===== src/rtl/sisc_pkg.sv =====
// Shared encodings for the SISC control unit: opcodes, sequencer states and alu_op codes.
// Imported by the control unit top and its branch-condition helper.
package sisc_pkg;

    localparam logic [3:0] OP_NOP = 4'd0;
    localparam logic [3:0] OP_ALU = 4'd1;
    localparam logic [3:0] OP_ADI = 4'd2;
    localparam logic [3:0] OP_BRA = 4'd4;
    localparam logic [3:0] OP_BRR = 4'd5;
    localparam logic [3:0] OP_BNE = 4'd6;
    localparam logic [3:0] OP_BNR = 4'd7;
    localparam logic [3:0] OP_LOD = 4'd8;
    localparam logic [3:0] OP_STR = 4'd9;
    localparam logic [3:0] OP_HLT = 4'd15;

    typedef enum logic [2:0] {
        ST_START     = 3'd0,
        ST_FETCH     = 3'd1,
        ST_DECODE    = 3'd2,
        ST_EXECUTE   = 3'd3,
        ST_MEM       = 3'd4,
        ST_WRITEBACK = 3'd5,
        ST_HALT      = 3'd6
    } state_t;

    localparam logic [1:0] ALU_REG    = 2'b00;
    localparam logic [1:0] ALU_NOSTAT = 2'b10;
    localparam logic [1:0] ALU_IMM    = 2'b11;

    // Instructions whose second ALU operand is the sign-extended immediate.
    function automatic logic uses_imm(input logic [3:0] op);
        return (op == OP_ADI) || (op == OP_LOD) || (op == OP_STR);
    endfunction

endpackage


===== src/rtl/sisc_ctrl_br_cond.sv =====
// Branch resolution: decides whether a branch opcode is taken against the status
// flags and whether its target is absolute or PC-relative.
module br_cond
    import sisc_pkg::*;
(
    input  logic [3:0] opcode,
    input  logic [3:0] mm,
    input  logic [3:0] stat,
    output logic       taken,
    output logic       br_sel
);

    logic hit;

    // mm = 0 never hits, so BRA/BRR never branch and BNE/BNR always do.
    assign hit = |(mm & stat);

    always_comb begin
        taken  = 1'b0;
        br_sel = 1'b0;
        case (opcode)
            OP_BRA: begin taken = hit;  br_sel = 1'b1; end
            OP_BRR: begin taken = hit;  br_sel = 1'b0; end
            OP_BNE: begin taken = !hit; br_sel = 1'b1; end
            OP_BNR: begin taken = !hit; br_sel = 1'b0; end
            default: begin taken = 1'b0; br_sel = 1'b0; end
        endcase
    end

endmodule


===== src/rtl/sisc_ctrl.sv =====
// Multi-cycle SISC control unit: five-state instruction sequencer (plus START/HALT)
// with outputs decoded combinationally from the registered state and the IR fields.
module sisc_ctrl
    import sisc_pkg::*;
(
    input  logic       clk,
    input  logic       rst_f,
    input  logic [3:0] opcode,
    input  logic [3:0] mm,
    input  logic [3:0] stat,
    output logic [1:0] alu_op,
    output logic       ir_load,
    output logic       pc_write,
    output logic       pc_sel,
    output logic       br_sel,
    output logic       pc_rst,
    output logic       mm_sel,
    output logic       dm_we,
    output logic       rf_we,
    output logic       wb_sel,
    output logic       halted
);

    state_t state_q, state_d;
    logic   br_taken;
    logic   br_abs;
    logic   imm_sel;

    br_cond u_br_cond (
        .opcode (opcode),
        .mm     (mm),
        .stat   (stat),
        .taken  (br_taken),
        .br_sel (br_abs)
    );

    assign imm_sel = uses_imm(opcode);

    always_ff @(posedge clk or negedge rst_f) begin
        if (!rst_f) state_q <= ST_START;
        else        state_q <= state_d;
    end

    always_comb begin
        state_d  = state_q;
        // bit1 keeps the status register frozen outside EXECUTE; bit0 keeps
        // the re-latched ALU result stable through MEM and WRITEBACK.
        alu_op   = {1'b1, imm_sel};
        ir_load  = 1'b0;
        pc_write = 1'b0;
        pc_sel   = 1'b0;
        br_sel   = 1'b0;
        pc_rst   = 1'b0;
        mm_sel   = 1'b0;
        dm_we    = 1'b0;
        rf_we    = 1'b0;
        wb_sel   = 1'b0;
        halted   = 1'b0;

        case (state_q)
            ST_START: begin
                state_d = ST_FETCH;
                pc_rst  = 1'b1;
                alu_op  = ALU_NOSTAT;
            end
            ST_FETCH: begin
                state_d  = ST_DECODE;
                ir_load  = 1'b1;
                pc_write = 1'b1;
                alu_op   = ALU_NOSTAT;
            end
            ST_DECODE: begin
                state_d = (opcode == OP_HLT) ? ST_HALT : ST_EXECUTE;
                if (br_taken) begin
                    pc_write = 1'b1;
                    pc_sel   = 1'b1;
                    br_sel   = br_abs;
                end
            end
            ST_EXECUTE: begin
                state_d = ST_MEM;
                if (opcode == OP_ALU) alu_op = ALU_REG;
                else if (imm_sel)     alu_op = ALU_IMM;
                else                  alu_op = ALU_NOSTAT;
            end
            ST_MEM: begin
                state_d = ST_WRITEBACK;
                if (opcode == OP_LOD) begin
                    mm_sel = 1'b1;
                end else if (opcode == OP_STR) begin
                    mm_sel = 1'b1;
                    dm_we  = 1'b1;
                end
            end
            ST_WRITEBACK: begin
                state_d = ST_FETCH;
                if ((opcode == OP_ALU) || (opcode == OP_ADI)) begin
                    rf_we = 1'b1;
                end else if (opcode == OP_LOD) begin
                    rf_we  = 1'b1;
                    wb_sel = 1'b1;
                end
            end
            ST_HALT: begin
                halted = 1'b1;
            end
            default: begin
                state_d = ST_START;
                alu_op  = ALU_NOSTAT;
            end
        endcase
    end

endmodule


===== config.mk =====
export PLATFORM = sky130hd
export DESIGN_NAME = sisc_ctrl
export DESIGN_NICKNAME = d
export VERILOG_FILES = /design/src/rtl/sisc_pkg.sv /design/src/rtl/sisc_ctrl_br_cond.sv /design/src/rtl/sisc_ctrl.sv
export SDC_FILE = /design/constraint.sdc
export NUM_CORES = 1
export LEC_CHECK = 0
export CAP_MARGIN = 40
export CORE_MARGIN = 3
export CORE_UTILIZATION = 25
export DETAILED_ROUTE_END_ITERATION = 12
export SKIP_LAST_GASP = 1
export SYNTH_ARGS = -nofsm -noshare
export SYNTH_HDL_FRONTEND = slang
export SYNTH_SLANG_ARGS = --single-unit
export TNS_END_PERCENT = 100

===== constraint.sdc =====
create_clock -name clk -period 3.1 [get_ports clk]
set_clock_uncertainty 0.1 [all_clocks]
set_input_delay 0.465 -clock clk [delete_from_list [all_inputs] [get_ports clk]]
set_output_delay 0.465 -clock clk [all_outputs]
set_load 0.01 [all_outputs]

==> results.md <==
* Number of vias per cell at 4.91
* Syn Std Cell Area at 334 um^2
* # DRC at 0
* Buf+Inv Stages, Crit Path at 2
* P&R area growth vs syn at 85.0%
* Largest regs: state_q (3)
* Clock sinks at 3
* Cell taking the most area after synthesis: dfrtp_1
* Setup Fix Bufs, Post-CTS at 0
* Most used cell, CP: clkdlybuf4s50_1
* Crit-path leading delay family: buffers and inverters
* Cts hold-fix bufs at 0
* Status: complete, no violations
* CP Capture Type: primary output
* Largest register by flop count: state_q
* Worst-path clk slew at 40 ps
* GPL Wtd Cong at 0.727
* Deepest clock path buffer count at 2
* Largest net degree at the start of global routing at 12
* Final Setup Violations at 0
* Synth Area in Simple Gates at 0.453
* GRT Residual Overflow at 0
* Initial Util at 0.285
* Final wirelength at 988 um
* Post-CTS Resized at 0
* Nets at 86
* Share of cells above drive strength 1 at 0.0986
* Synth Area in Adders at 0
* Post-route clock period utilization at 0.878
* Tightest Pin Transition at 345 ps
* Die area at 1810 um^2
* IO Pins at 26
* Reg2Reg Capture Point: state_q[0]
* Largest family of logic cells by synthesized area: simple AND/OR/NAND/NOR gates
* GRT Total Usage at 0.117
* PortBufs at 25
* Worst-Skew Late Latency at 230 ps
* Multiplexer share of the synthesized area at 0
* Min cycle time layout at 2720 ps
* CORE AREA at 1170 um^2
* Compound-Gate Fraction of Synth Area at 0.221
* Yosys top cell area share at 0.225
* Drt wl/cell at 11.6 um
* Main synth FF type: dfrtp_1
* Multi-input gate area at 234 um^2
* Leak at 0.000239 uW
* Worst path arrival time at 2160 ps
* H-tree depth at 1
* Initial antenna violation count at 0
* Max-Cap Viols at 0
* TritonCTS Buffers at 3
* Setup TNS at 0 ps
* Die Span Y at 42.6 um
* DP HPWL at 797 um
* CP Class: input port to primary output
* Dpl ws at 357 ps
* Final WS setup at 377 ps
* Max FFs per register at 3
* Slowest-stage cell, CP: clkdlybuf4s50_1
* Seq. cell area at 75.1 um^2
* Synthesized area per cell at 7.59 um^2
* Most common cell in the netlist: nor3_1
* FF-to-FF path depth at 3
* Pwr dens at 588 nW/um^2
* Register area share after synthesis at 0.225
* FF-to-FF setup slack at 1960 ps
* First-pass DRT Iterations at 4
* Root Buffer: clkbuf_4
* Peak VDD IR at 0.000327 V
* Crit path max fanout at 8
* RR Startpoint: state_q[0]
* Die Width at 42.6 um
* Max Slew Vio Count at 0
* Final Hold Vio Count at 0
* Site row count at 12
* ANT nets after route at 0
* Required @ worst endpoint at 2530 ps
* Hold Path Class: input port to asynchronous set/reset pin
* Asr flop ratio synth at 1.00
* Worst rel slew slack at 0.770
* CTS tree: built
* Max Freq at 367 MHz
* Gate Count Post-Synth at 44
* Post-synthesis sequential element count at 3
* Vias at 417
* 1st-iter DRT viols at 4
* Crit path cell chain: clkdlybuf4s50_1, nand2b_1, nor4_2, and2_1, clkdlybuf4s50_1
* First-pass GRT wire length at 1640 um
* # diodes at 0
* Mapped Nets at 58
* Critical path's largest stage delay at 630 ps
* CP startpoint kind: input port
* Fill cell count at 123
* Yosys cell types at 27
* Synthesis warning total at 0
* Vias in the first global route at 360
* Unrepaired setup endpoints after global routing: false
* EDFF count, synth at 0
* Synth top area cells: dfrtp_1 (22%), nor3_1 (6.0%), nand2b_1 (5.6%)
* XOR/XNOR Fraction of Synth Area at 0.0262
-- power breakdown --
part | switching [uW] | total (uW) | internal (uW)
clock network | 19.6 | 67.8 | 48.2
registers | 40.6 | 99.2 | 58.6
logic | 90.6 | 196 | 106
-- worst reg2reg max path, delay by kind of cell (launching register included) --
family / cells / cell delay, ps
flip-flops: 1 / 490
AO/OA/AOI/OAI: 2 / 380
AND/OR/NAND/NOR: 1 / 90
-- cells in the final DEF (no fill, tap or decap), types with 2 or more instances in the layout --
cell type	netlist	layout
clkdlybuf4s50_1	0	25
nor3_1	4	4
inv_1	3	3
nand3_1	3	3
a21oi_1	3	3
nand2b_1	3	3
clkbuf_4	0	3
dfrtp_1	3	3
a22o_1	2	2
nor2_1	2	2
nand2_1	2	2
o21ai_0	2	2
-- how the worst max path moves through the flow --
stage	startpoint	endpoint	slack, ps	cells past startpoint
2_1_floorplan	opcode[3]	dm_we	1260	4
3_3_place_gp	opcode[3]	dm_we	370	5
3_5_place_dp	opcode[3]	dm_we	360	5
4_1_cts	opcode[3]	dm_we	360	5
5_1_grt	opcode[3]	dm_we	270	5
6_report	opcode[3]	dm_we	380	5
-- stage by stage --
step / area (um^2) / util / cells / total power [uW] / hold WS, ps
finish: 618 / 0.528 / 85 / 363 / 310
global placement: 592 / 0.505 / 81 / 297 / 559
CTS: 618 / 0.528 / 85 / 369 / 304
detailed placement: 592 / 0.505 / 81 / 297 / 556
floorplan: 334 / - / 44 / 201 / 69.4
global route: 618 / 0.528 / 85 / 398 / 325
-- layout make-up --
class	count	share of cell area
sequential	3	0.121
multi-input combinational	35	0.379
tap	14	0.0283
clock buffer	4	0.0425
timing repair buffer	25	0.405
inverter	4	0.0243
-- routing by layer --
metal	global-route usage	wire (um)
met1	0.150	465
met3	0.0300	54
met5	0	0
met2	0.179	467
met4	0.0559	0
-- cells by family (layout without fill, tap and decap cells) --
| family | count (synthesis) | count (layout) |
|---|---|---|
| AND/OR/NAND/NOR | 23 | 23 |
| buffers and inverters | 6 | 33 |
| AO/OA/AOI/OAI | 11 | 11 |
| XOR/XNOR | 1 | 1 |
| flip-flops | 3 | 3 |
Note: power is estimated with default switching activity, not from simulation.
